### config.mk
export PLATFORM = sky130hd
export DESIGN_NAME = alu_issue_stage
export DESIGN_NICKNAME = d
export VERILOG_FILES = /design/src/rtl/alu_pkg.sv /design/src/rtl/alu_req_fifo.sv /design/src/rtl/alu_issue_stage.sv
export SDC_FILE = /design/constraint.sdc
export NUM_CORES = 1
export LEC_CHECK = 0
export CAP_MARGIN = 15
export CORE_MARGIN = 4
export CORE_UTILIZATION = 45
export CTS_CLUSTER_DIAMETER = 80
export DETAILED_ROUTE_END_ITERATION = 7
export PLACE_DENSITY = 0.67
export SYNTH_ARGS = -nofsm -noshare
export SYNTH_HDL_FRONTEND = slang
export SYNTH_SLANG_ARGS = --single-unit
### constraint.sdc
create_clock -name clk -period 2.9 [get_ports clk]
set_input_delay 0.87 -clock clk [delete_from_list [all_inputs] [get_ports clk]]
set_output_delay 0.87 -clock clk [all_outputs]
set_load 0.03 [all_outputs]
### src/rtl/alu_pkg.sv
// Shared widths and request payload for the ALU issue stage.
// Optional feature macro: RESULT_FWD_EN adds a per-request "forward previous result as A" flag.
package alu_pkg;

  localparam int ALU_DW = 6;
  localparam int ALU_FW = 3;

  typedef struct packed {
    logic [ALU_DW-1:0] a;
    logic [ALU_DW-1:0] b;
    logic [ALU_FW-1:0] fxn;
`ifdef RESULT_FWD_EN
    logic              fwd_a;
`endif
  } alu_req_t;

endpackage

### src/rtl/alu_req_fifo.sv
// Request FIFO for the ALU issue stage: DEPTH entries of alu_req_t, pointers with an extra wrap bit.
// Caller guarantees push only when !full_o and pop only when !empty_o.
module alu_req_fifo
  import alu_pkg::*;
#(
  parameter int DEPTH = 4
) (
  input  logic                     clk,
  input  logic                     rst_n,
  input  logic                     push_i,
  input  alu_req_t                 data_i,
  input  logic                     pop_i,
  output alu_req_t                 data_o,
  output logic                     full_o,
  output logic                     empty_o,
  output logic [$clog2(DEPTH):0]   level_o
);

  localparam int AW = $clog2(DEPTH);

  alu_req_t        mem_q [DEPTH];
  logic [AW:0]     wr_ptr_q, wr_ptr_d;
  logic [AW:0]     rd_ptr_q, rd_ptr_d;

  // NOTE: storage has no reset; an entry is never read before it has been written.
  always_ff @(posedge clk) begin
    if (push_i) mem_q[wr_ptr_q[AW-1:0]] <= data_i;
  end

  always_comb begin
    wr_ptr_d = wr_ptr_q;
    rd_ptr_d = rd_ptr_q;
    if (push_i) wr_ptr_d = wr_ptr_q + 1'b1;
    if (pop_i)  rd_ptr_d = rd_ptr_q + 1'b1;
  end

  always_ff @(posedge clk or negedge rst_n) begin
    if (!rst_n) begin
      wr_ptr_q <= '0;
      rd_ptr_q <= '0;
    end else begin
      wr_ptr_q <= wr_ptr_d;
      rd_ptr_q <= rd_ptr_d;
    end
  end

  assign data_o  = mem_q[rd_ptr_q[AW-1:0]];
  assign empty_o = (wr_ptr_q == rd_ptr_q);
  assign full_o  = (wr_ptr_q[AW] != rd_ptr_q[AW]) &&
                   (wr_ptr_q[AW-1:0] == rd_ptr_q[AW-1:0]);
  assign level_o = wr_ptr_q - rd_ptr_q;

endmodule

### src/rtl/alu_issue_stage.sv
// Feeds a combinational ALU: request FIFO -> ISS register (drives alu_*) -> RSP register.
// Optional feature macro: RESULT_FWD_EN (req_fwd_a selects the most recent result as operand A).
module alu_issue_stage
  import alu_pkg::*;
#(
  parameter int DEPTH = 4
) (
  input  logic                     clk,
  input  logic                     rst_n,
  input  logic                     req_valid,
  output logic                     req_ready,
  input  logic [ALU_DW-1:0]        req_a,
  input  logic [ALU_DW-1:0]        req_b,
  input  logic [ALU_FW-1:0]        req_fxn,
`ifdef RESULT_FWD_EN
  input  logic                     req_fwd_a,
`endif
  output logic [ALU_DW-1:0]        alu_a,
  output logic [ALU_DW-1:0]        alu_b,
  output logic [ALU_FW-1:0]        alu_fxn,
  input  logic [ALU_DW-1:0]        alu_x,
  output logic                     rsp_valid,
  input  logic                     rsp_ready,
  output logic [ALU_DW-1:0]        rsp_x,
  output logic [ALU_FW-1:0]        rsp_fxn,
  output logic [$clog2(DEPTH):0]   fifo_level
);

  localparam int DW = ALU_DW;
  localparam int FW = ALU_FW;

  alu_req_t          push_req;
  alu_req_t          head_req;
  logic              fifo_full, fifo_empty;
  logic              push, rsp_move, rsp_load, iss_load;
  logic [DW-1:0]     iss_a;

  logic              iss_valid_q, iss_valid_d;
  logic [DW-1:0]     alu_a_q, alu_a_d;
  logic [DW-1:0]     alu_b_q, alu_b_d;
  logic [FW-1:0]     alu_fxn_q, alu_fxn_d;
  logic              rsp_valid_q, rsp_valid_d;
  logic [DW-1:0]     rsp_x_q, rsp_x_d;
  logic [FW-1:0]     rsp_fxn_q, rsp_fxn_d;

  always_comb begin
    push_req       = '0;
    push_req.a     = req_a;
    push_req.b     = req_b;
    push_req.fxn   = req_fxn;
`ifdef RESULT_FWD_EN
    push_req.fwd_a = req_fwd_a;
`endif
  end

  assign push = req_valid && !fifo_full;

  alu_req_fifo #(.DEPTH(DEPTH)) u_fifo (
    .clk     (clk),
    .rst_n   (rst_n),
    .push_i  (push),
    .data_i  (push_req),
    .pop_i   (iss_load),
    .data_o  (head_req),
    .full_o  (fifo_full),
    .empty_o (fifo_empty),
    .level_o (fifo_level)
  );

  // A stage may load when it is empty or when its current occupant leaves on the same edge.
  assign rsp_move = rsp_valid_q && rsp_ready;
  assign rsp_load = iss_valid_q && (!rsp_valid_q || rsp_move);
  assign iss_load = !fifo_empty && (!iss_valid_q || rsp_load);

`ifdef RESULT_FWD_EN
  logic [DW-1:0] last_x_q;

  // The op in ISS moving to RSP this edge is the newest result; otherwise last_x already holds it.
  always_comb begin
    iss_a = head_req.a;
    if (head_req.fwd_a) iss_a = rsp_load ? alu_x : last_x_q;
  end

  always_ff @(posedge clk or negedge rst_n) begin
    if (!rst_n)        last_x_q <= '0;
    else if (rsp_load) last_x_q <= alu_x;
  end
`else
  assign iss_a = head_req.a;
`endif

  // NOTE: combinational next-state uses blocking '=' with defaults first, so no latches form.
  always_comb begin
    iss_valid_d = iss_valid_q;
    alu_a_d     = alu_a_q;
    alu_b_d     = alu_b_q;
    alu_fxn_d   = alu_fxn_q;
    rsp_valid_d = rsp_valid_q;
    rsp_x_d     = rsp_x_q;
    rsp_fxn_d   = rsp_fxn_q;

    if (iss_load) begin
      iss_valid_d = 1'b1;
      alu_a_d     = iss_a;
      alu_b_d     = head_req.b;
      alu_fxn_d   = head_req.fxn;
    end else if (rsp_load) begin
      iss_valid_d = 1'b0;
    end

    if (rsp_load) begin
      rsp_valid_d = 1'b1;
      rsp_x_d     = alu_x;
      rsp_fxn_d   = alu_fxn_q;
    end else if (rsp_move) begin
      rsp_valid_d = 1'b0;
    end
  end

  // NOTE: sequential state uses non-blocking '<=' so all registers update from pre-edge values.
  always_ff @(posedge clk or negedge rst_n) begin
    if (!rst_n) begin
      iss_valid_q <= 1'b0;
      alu_a_q     <= '0;
      alu_b_q     <= '0;
      alu_fxn_q   <= '0;
      rsp_valid_q <= 1'b0;
      rsp_x_q     <= '0;
      rsp_fxn_q   <= '0;
    end else begin
      iss_valid_q <= iss_valid_d;
      alu_a_q     <= alu_a_d;
      alu_b_q     <= alu_b_d;
      alu_fxn_q   <= alu_fxn_d;
      rsp_valid_q <= rsp_valid_d;
      rsp_x_q     <= rsp_x_d;
      rsp_fxn_q   <= rsp_fxn_d;
    end
  end

  assign req_ready = !fifo_full;
  assign alu_a     = alu_a_q;
  assign alu_b     = alu_b_q;
  assign alu_fxn   = alu_fxn_q;
  assign rsp_valid = rsp_valid_q;
  assign rsp_x     = rsp_x_q;
  assign rsp_fxn   = rsp_fxn_q;

endmodule
After elaboration in Yosys (flattened, before gate mapping):

Memory sizes are Yosys's and may differ from the RTL's. A register that Yosys moved wholly into a read port is not among the register bits.
Index checks and enable logic that the tools add are counted.

* add/subtract/negate cells: 3
* equal/unequal tests: 3
* multiplexer cells: 6
* reductions and logical operators: 14

Operators with widths (number)
* 3-bit by 1-bit adder with 3-bit output (second input constant): 2
* 1-bit two-way mux: 6
* 1-bit logical AND: 5
* 1-bit logical NOT: 5
* 2-bit nonzero test: 2
* 3-bit equality test: 1
* 3-bit subtractor: 1
* 2-bit equality test: 1
* 1-bit logical OR: 2
* 1-bit inequality test: 1

* register bits: 17
* RAM bits: 60
* output and inout port bits: 29
* word-level logic and storage cells: 33
* memories kept: 1

Memory list
* u_fifo.mem_q: depth 4, bits a word 15, read ports 1, clocked after Yosys merged registers in 1, wr ports 1, RTL line alu_req_fifo.sv:21 `alu_req_t mem_q [DEPTH];`

Depth between registers and ports, before layout:

Gate-level depths: netlist of the first run.

* depth after elaboration: 6
* mapped depth: 8
* mapped depth without buffers: 5

By module:

From an unflattened synthesis of the first run, not the netlist that was laid out.

* cell total of the unflattened synthesis: 176
* area, all modules: 3628.5 um^2

By module, submodules not included
* alu_req_fifo: times used 1, cells each 116, area each 2592.5 um^2, sequential area each 1951.9 um^2
* alu_issue_stage: times used 1, cells each 60, area each 1036.0 um^2, sequential area each 650.6 um^2

Worst setup path after synthesis of the first run:

OpenSTA, ideal clock, no wires.

* path kind: register to register
* start point: reg u_fifo.rd_ptr_q[1]
* end point: mem u_fifo.mem_q[3][0] (netlist name), enable pin
* data arrival time: 2.173 ns
* slack: 0.328 ns
* cell stages (with the launch flop): 6
* path through: dfrtp_1 > clkbuf_1 > buf_2 > inv_1 > ha_1 > a31oi_1

* cells in the longest elaborated chain, start to end: 6

Ends and longest elaborated chain
* start, declared: RTL line alu_req_fifo.sv:23 `logic [AW:0] rd_ptr_q, rd_ptr_d;`
* start signal, assigned: RTL line alu_req_fifo.sv:43 `rd_ptr_q <= rd_ptr_d;`
* 2-bit equality test: RTL line alu_req_fifo.sv:50 `(wr_ptr_q[AW-1:0] == rd_ptr_q[AW-1:0]);`
* 1-bit logical AND: RTL line alu_req_fifo.sv:49 `assign full_o = (wr_ptr_q[AW] != rd_ptr_q[AW]) &&`
* 1-bit logical NOT: RTL line alu_issue_stage.sv:56 `assign push = req_valid && !fifo_full;`
* 1-bit logical AND: RTL line alu_issue_stage.sv:56
* 1-bit two-way mux: RTL line alu_req_fifo.sv:27 `if (push_i) mem_q[wr_ptr_q[AW-1:0]] <= data_i;`
* 1-bit two-way mux (implied by the code): RTL line alu_req_fifo.sv:27
* end, declared: RTL line alu_req_fifo.sv:21

Every way passes these cells.

Final worst setup path of the first run:

* start point: reg u_fifo.wr_ptr_q[0]
* end point: out fifo_level[2]

* cells in the longest elaborated chain, start to end: 1

Ends and longest elaborated chain
* start, declared: RTL line alu_req_fifo.sv:22 `logic [AW:0] wr_ptr_q, wr_ptr_d;`
* start signal, assigned: RTL line alu_req_fifo.sv:42 `wr_ptr_q <= wr_ptr_d;`
* 3-bit subtractor: RTL line alu_req_fifo.sv:51 `assign level_o = wr_ptr_q - rd_ptr_q;`
* end, declared: RTL line alu_issue_stage.sv:26 `output logic [$clog2(DEPTH):0] fifo_level`

Every way passes these cells.

==> reports/qor.txt, run 1 <==
reg2reg start -> u_fifo.wr_ptr_q[0]$_DFFE_PN0P_
top-area cell type share of the netlist area -> 0.501
buffers added on ports -> 53
CTS tree -> done
main combinational cell family by area after synthesis -> multiplexers
Worst-path clk slew -> 0.08 ns
worst-skew pair later-pin latency -> 0.35 ns
Avg WL per Cell -> 17.1 um
outcome -> finished, final reports clean
RSZ-0062 raised after global routing -> false
Pwr Total -> 5380 uW
Finished Cell Area -> 4480 sq um
CP cell instances -> inv_1 > ha_1 > fa_1 > xor2_1 > buf_4
CTS Buffer Depth -> 2
crit path time final -> 2.65 ns
proportion of synthesized area in mux cells -> 0.185
clk sinks -> 92
CP Launch Type -> register
most frequent cells after synthesis -> edfxtp_1 (60), dfrtp_1 (32), mux2_2 (17)
first-pass GRT wire length -> 9570 um
part of the Yosys area used for sequential elements -> 0.724
gp weighted congestion -> 0.744
ys flop type -> edfxtp_1
I/O pins -> 54
Power Density -> 1200 nW/um^2
core area -> 7730 sq um
Reg2Reg Depth -> 5
Yosys top cell by area -> edfxtp_1
period utilization -> 0.913
Clock Skew -> 0.0104 ns
mapped cell area -> 3590 sq um
Rows -> 32
slowest stage delay, CP -> 0.38 ns
Crit Path Class -> reg2out
initial DRC count -> 76
Final setup viols -> 0
Synth Instances -> 174
post-synthesis register bit count -> 92
most common cell in the netlist -> edfxtp_1
depth of the CTS H-tree -> 3
# DRC -> 0
DR pass1 iterations -> 4
simple-gate share of the synthesized area -> 0.0174
Yosys Warn Count -> 0
placed cell area -> 4260 sq um
Post-CTS Resized -> 0
All-Layer GR Usage -> 0.131
Peak Freq -> 378 MHz
Cell Count Post-Placement -> 331
reg2reg end -> alu_b[1]$_DFFE_PN0P_
# Post-CTS Setup Buffers -> 0
Synth Area in Compound Gates -> 0.0101
vias in the first global route -> 1,820
Synth cell types -> 24
via count -> 1,711
final WL -> 5930 um
setup TNS -> 0 ns
Worst Setup End Kind -> output port
post-route ant nets -> 0
XOR/XNOR Fraction of Synth Area -> 0.0167
share of flip-flops with an asynchronous set or reset -> 0.348
Die Y -> 97.4 um
HP Class -> reg2reg
worst vdd ir -> 0.559 mV
hold path depth -> 1
fin util -> 0.580
crit-path max FO -> 4
clock buffer count from CTS -> 9
CTS Root Cell -> clkbuf_8
Slew Limit Fails -> 0
Hold Path Sink -> rsp_valid$_DFFE_PN0P_
fin nets -> 273
largest net degree at the start of global routing -> 33
gr ovfl total -> 0
die area -> 9480 sq um
r2r setup slk -> 0.74 ns
Worst path slowest cell -> dfrtp_1
CP Launch Point -> u_fifo.wr_ptr_q[0]$_DFFE_PN0P_
Post-synth EDFFs -> 60
area grow syn2layout -> 24.7%
Initial Utilization -> 0.465
Synth area leaders -> edfxtp_1 (50%), dfrtp_1 (22%), mux4_2 (9.4%), mux2_2 (5.3%), mux2_4 (3.8%)
Post-Synth Adder-Cell Area -> 0.0299
maximum capacitance violations -> 0
hpwl dp -> 3820 um
Worst Path Arrival -> 1.78 ns
Max-slew headroom -> 0.493
Syn Area/Cell -> 20.7 sq um
post-DR vias/cell -> 4.93
HP Start -> iss_valid_q$_DFFE_PN0P_
WP data required -> 2.03 ns
die width -> 97.4 um
CTS Hold Buffers Added -> 0
Final Hold Viols -> 0
Syn Nets -> 207
Post-Layout Cell Count -> 347
initial antenna violation count -> 0
layout cells sized above 1 -> 0.286
Worst-Margin Slew -> 0.758 ns
P_leak -> 0.00167 uW
Antenna diodes -> 0
how the worst max path moves through the flow:
stage	endpoint	slack, ns
2_1_floorplan	u_fifo.mem_q[3][0]$_DFFE_PP_	0.33
3_3_place_gp	u_fifo.mem_q[2][8]$_DFFE_PP_	0.42
3_5_place_dp	u_fifo.mem_q[2][11]$_DFFE_PP_	0.40
4_1_cts	fifo_level[2]	0.23
5_1_grt	fifo_level[2]	0.18
6_report	fifo_level[2]	0.25
cells in the final DEF (no fill, tap or decap), types with 3 or more instances in the layout:
cell type / instances
clkdlybuf4s50_1: 49
mux2_2: 17
buf_4: 11
mux4_2: 15
inv_1: 6
nand2_1: 4
xnor2_1: 3
and2_1: 3
mux2_4: 9
ha_1: 7
clkbuf_8: 11
dfrtp_1: 32
edfxtp_1: 60
stage by stage:
step / worst slack, ns / hold WS, ns
after floorplan: 0.328 / 0.457
after global placement: 0.417 / 0.469
after detailed placement: 0.404 / 0.483
after CTS: 0.233 / 0.509
after global routing: 0.178 / 0.526
final: 0.253 / 0.504
sequential cells by signal, summed over array words and instances, names as in the netlist:
name and count:
iss_valid_q 1, u_fifo.wr_ptr_q 3, rsp_valid 1, u_fifo.mem_q 60
u_fifo.rd_ptr_q 3, alu_fxn 3, rsp_fxn 3, alu_b 6
alu_a 6, rsp_x 6
cell families after synthesis:
family | after synthesis
DFF | 92
muxes | 41
and+or+nand+nor | 12
buffers and inverters | 11
adders and majority gates | 8
xor gates and xnor gates | 6
AOI/OAI and AO/OA | 4
cell type report:
type / instances / area [sq um]
clock buffers: 15 / 213
clock inverters: 1 / 8.76
fillers: 583 / 3240
inverters: 6 / 22.5
multi-input cells: 71 / 937
flip-flops and latches: 92 / 2600
well taps: 102 / 128
repair buffers: 60 / 573
worst max-delay path: cells and delay by family (launching register included):
kind | cells | cell delay [ns]
xor+xnor | 1 | 0.17
fa+ha+maj | 2 | 0.58
flops | 1 | 0.38
buf+inv | 2 | 0.30
power by group:
part,leakage [uW],internal [uW],switching [uW],total [uW]
clock,0.000114,477,408,885
combinational,0.000636,1180,1280,2450
sequential,0.000918,1850,193,2050
total,0.00167,3510,1880,5380
per-layer routing:
layer,vias up,part of all wire,track usage,routed length [um]
met4,0,0.011,0.0319,65
met5,-,0,0,0
li1,795,-,-,-
met3,6,0.053,0.0474,313
met2,49,0.48,0.211,2850
met1,861,0.46,0.172,2700
(Power assumes the default switching activity.)
==> run 2: changes to the inputs <==
Settings changed: CORE_MARGIN 4 to not set, CORE_UTILIZATION 45 to 43, GPL_TIMING_DRIVEN set to 0, PLACE_DENSITY 0.67 to 0.65.
==> reports/qor.txt, run 2 (same netlist as run 1, synthesis figures left out) <==
fin util -> 0.564
hpwl dp -> 3800 um
most frequent cells in the layout -> edfxtp_1 (60), clkdlybuf4s50_1 (49), dfrtp_1 (31)
Rows -> 32
maximum capacitance violations -> 0
gp weighted congestion -> 0.689
period utilization -> 0.972
placed cell area -> 4270 sq um
worst vdd ir -> 0.535 mV
CTS Root Cell -> clkbuf_8
Int Power -> 3370 uW
busiest layer in global routing -> met2
WP buf/inv -> 3
All-Layer GR Usage -> 0.147
buffers added on ports -> 53
Clk pwr share -> 0.141
Die Y -> 93.4 um
crit-path max FO -> 5
Worst path slowest cell -> clkdlybuf4s50_1
Crit Path Class -> reg2out
initial antenna violation count -> 0
CTS tree -> done
Max-slew headroom -> 0.492
fin nets -> 272
post-route ant nets -> 0
Worst-Margin Slew -> 0.762 ns
Peak Freq -> 355 MHz
crit-path leading delay family -> buffers and inverters
Worst-path clk slew -> 0.08 ns
Hold Slack -> 0.491 ns
I/O pins -> 54
via count -> 1,719
core area -> 7890 sq um
HP Start -> iss_valid_q$_DFFE_PN0P_
HP Class -> reg2reg
RSZ-0062 raised after global routing -> false
CP Launch Type -> register
P_leak -> 0.00164 uW
Slew Limit Fails -> 0
met1 Usage GRT -> 0.192
switch share -> 0.361
layout cells sized above 1 -> 0.295
Avg WL per Cell -> 16.7 um
final WL -> 5780 um
Final WS setup -> 0.0809 ns
r2r setup slk -> 0.47 ns
hold path depth -> 1
CTS Buffer Depth -> 2
slowest stage delay, CP -> 0.66 ns
initial DRC count -> 64
vias in the first global route -> 1,774
Reg2Reg Depth -> 6
die width -> 93.4 um
most common cell after layout, fill and taps aside -> edfxtp_1
Placement Setup Slack -> -0.384 ns
Cell Count Post-Placement -> 330
worst-skew pair later-pin latency -> 0.35 ns
Worst Setup End Kind -> output port
gr ovfl total -> 0
Combinational Power Share -> 0.472
largest net degree at the start of global routing -> 33
met3 usage -> 0.0407
CP cell instances -> inv_1 > ha_1 > inv_1 > clkdlybuf4s50_1
Post-Layout Cell Count -> 346
Final Hold Viols -> 0
CTS Hold Buffers Added -> 0
Finished Cell Area -> 4450 sq um
clk sinks -> 92
Sequential Power Share -> 0.387
most used cell, CP -> inv_1
die area -> 8730 sq um
depth of the CTS H-tree -> 3
Worst Path Arrival -> 1.95 ns
Antenna diodes -> 0
Initial Utilization -> 0.456
reg2reg start -> u_fifo.rd_ptr_q[1]$_DFFE_PN0P_
outcome -> finished, final reports clean
WP data required -> 2.03 ns
number of flip-flops in the largest register -> 60
Final setup viols -> 0
GR met2 Demand/Resource -> 0.232
crit path time final -> 2.82 ns
area grow syn2layout -> 23.8%
reg2reg end -> u_fifo.mem_q[1][7]$_DFFE_PP_
clock buffer count from CTS -> 9
post-DR vias/cell -> 4.97
Power Density -> 1180 nW/um^2
sw power -> 1900 uW
first-pass GRT wire length -> 9130 um
Clock Skew -> 0.0122 ns
DR pass1 iterations -> 4
Hold Path Sink -> rsp_valid$_DFFE_PN0P_
# DRC -> 0
==> run 2: cell types whose count changed in the layout (fill, tap and decap cells not counted), moves of 2 or more <==
| cell | previous run | this run |
|---|---|---|
| buf_4 | 11 | 1 |
| buf_6 | 0 | 4 |
| and2_1 | 3 | 0 |
| and2_2 | 0 | 3 |
| clkinv_2 | 0 | 3 |
| clkbuf_16 | 2 | 0 |
==> run 2: repair_timing <==
| item | 4_1_cts | 5_1_grt |
|---|---|---|
| setup endpoints to repair | 48 | 2 |
| buffers inserted | 0 | 0 |
| resized for setup | 13 | 3 |
==> run 2: area by class of cell <==
type	count	area [sq um]
buffer	5	55.1
clock buffer	10	128
clock inverter	6	40.0
fill	616	3440
inverter	6	22.5
multi-input combinational	71	941
sequential	92	2600
tap	102	128
timing repair buffer	54	532
==> run 2: worst max path at each step <==
stage | from | endpoint | slack (ns) | cells past startpoint
after floorplan | u_fifo.rd_ptr_q[1]$_DFFE_PN0P_ | u_fifo.mem_q[3][0]$_DFFE_PP_ | 0.33 | 5
after global placement | u_fifo.rd_ptr_q[1]$_DFFE_PN0P_ | u_fifo.mem_q[3][14]$_DFFE_PP_ | -0.64 | 5
after detailed placement | u_fifo.rd_ptr_q[1]$_DFFE_PN0P_ | req_ready | -0.38 | 6
after CTS | u_fifo.rd_ptr_q[1]$_DFFE_PN0P_ | req_ready | 0.04 | 6
after global routing | u_fifo.wr_ptr_q[0]$_DFFE_PN0P_ | fifo_level[0] | 0.002 | 4
final | u_fifo.wr_ptr_q[0]$_DFFE_PN0P_ | fifo_level[0] | 0.08 | 4
==> run 2: worst reg2reg max path: cells and delay by family, from the launching register on <==
kind,cells,cell delay [ns]
simple gates,1,0.51
flops,1,0.42
buf+inv,3,0.42
compound gates,1,0.38
fa+ha+maj,1,0.35
==> run 2: power by group through the flow <==
stage	clock, uW	sequential [uW]	combinational [uW]
3_3_place_gp	0	2060	2500
6_report	742	2040	2480
5_1_grt	816	2080	2660
3_5_place_dp	0	2070	2550
4_1_cts	766	2040	2540
2_1_floorplan	0	2380	1390
==> run 2: routing by layer <==
layer	vias to the layer above	wire [um]
met5	-	0
met2	52	2840
li1	796	-
met4	0	66
met3	5	274
met1	866	2600
==> run 2: stage by stage <==
step	total power, uW	TNS, ns
2_1_floorplan	3770	0
3_3_place_gp	4560	-22.29
3_5_place_dp	4620	-13.53
4_1_cts	5340	0
5_1_grt	5560	0
6_report	5260	0
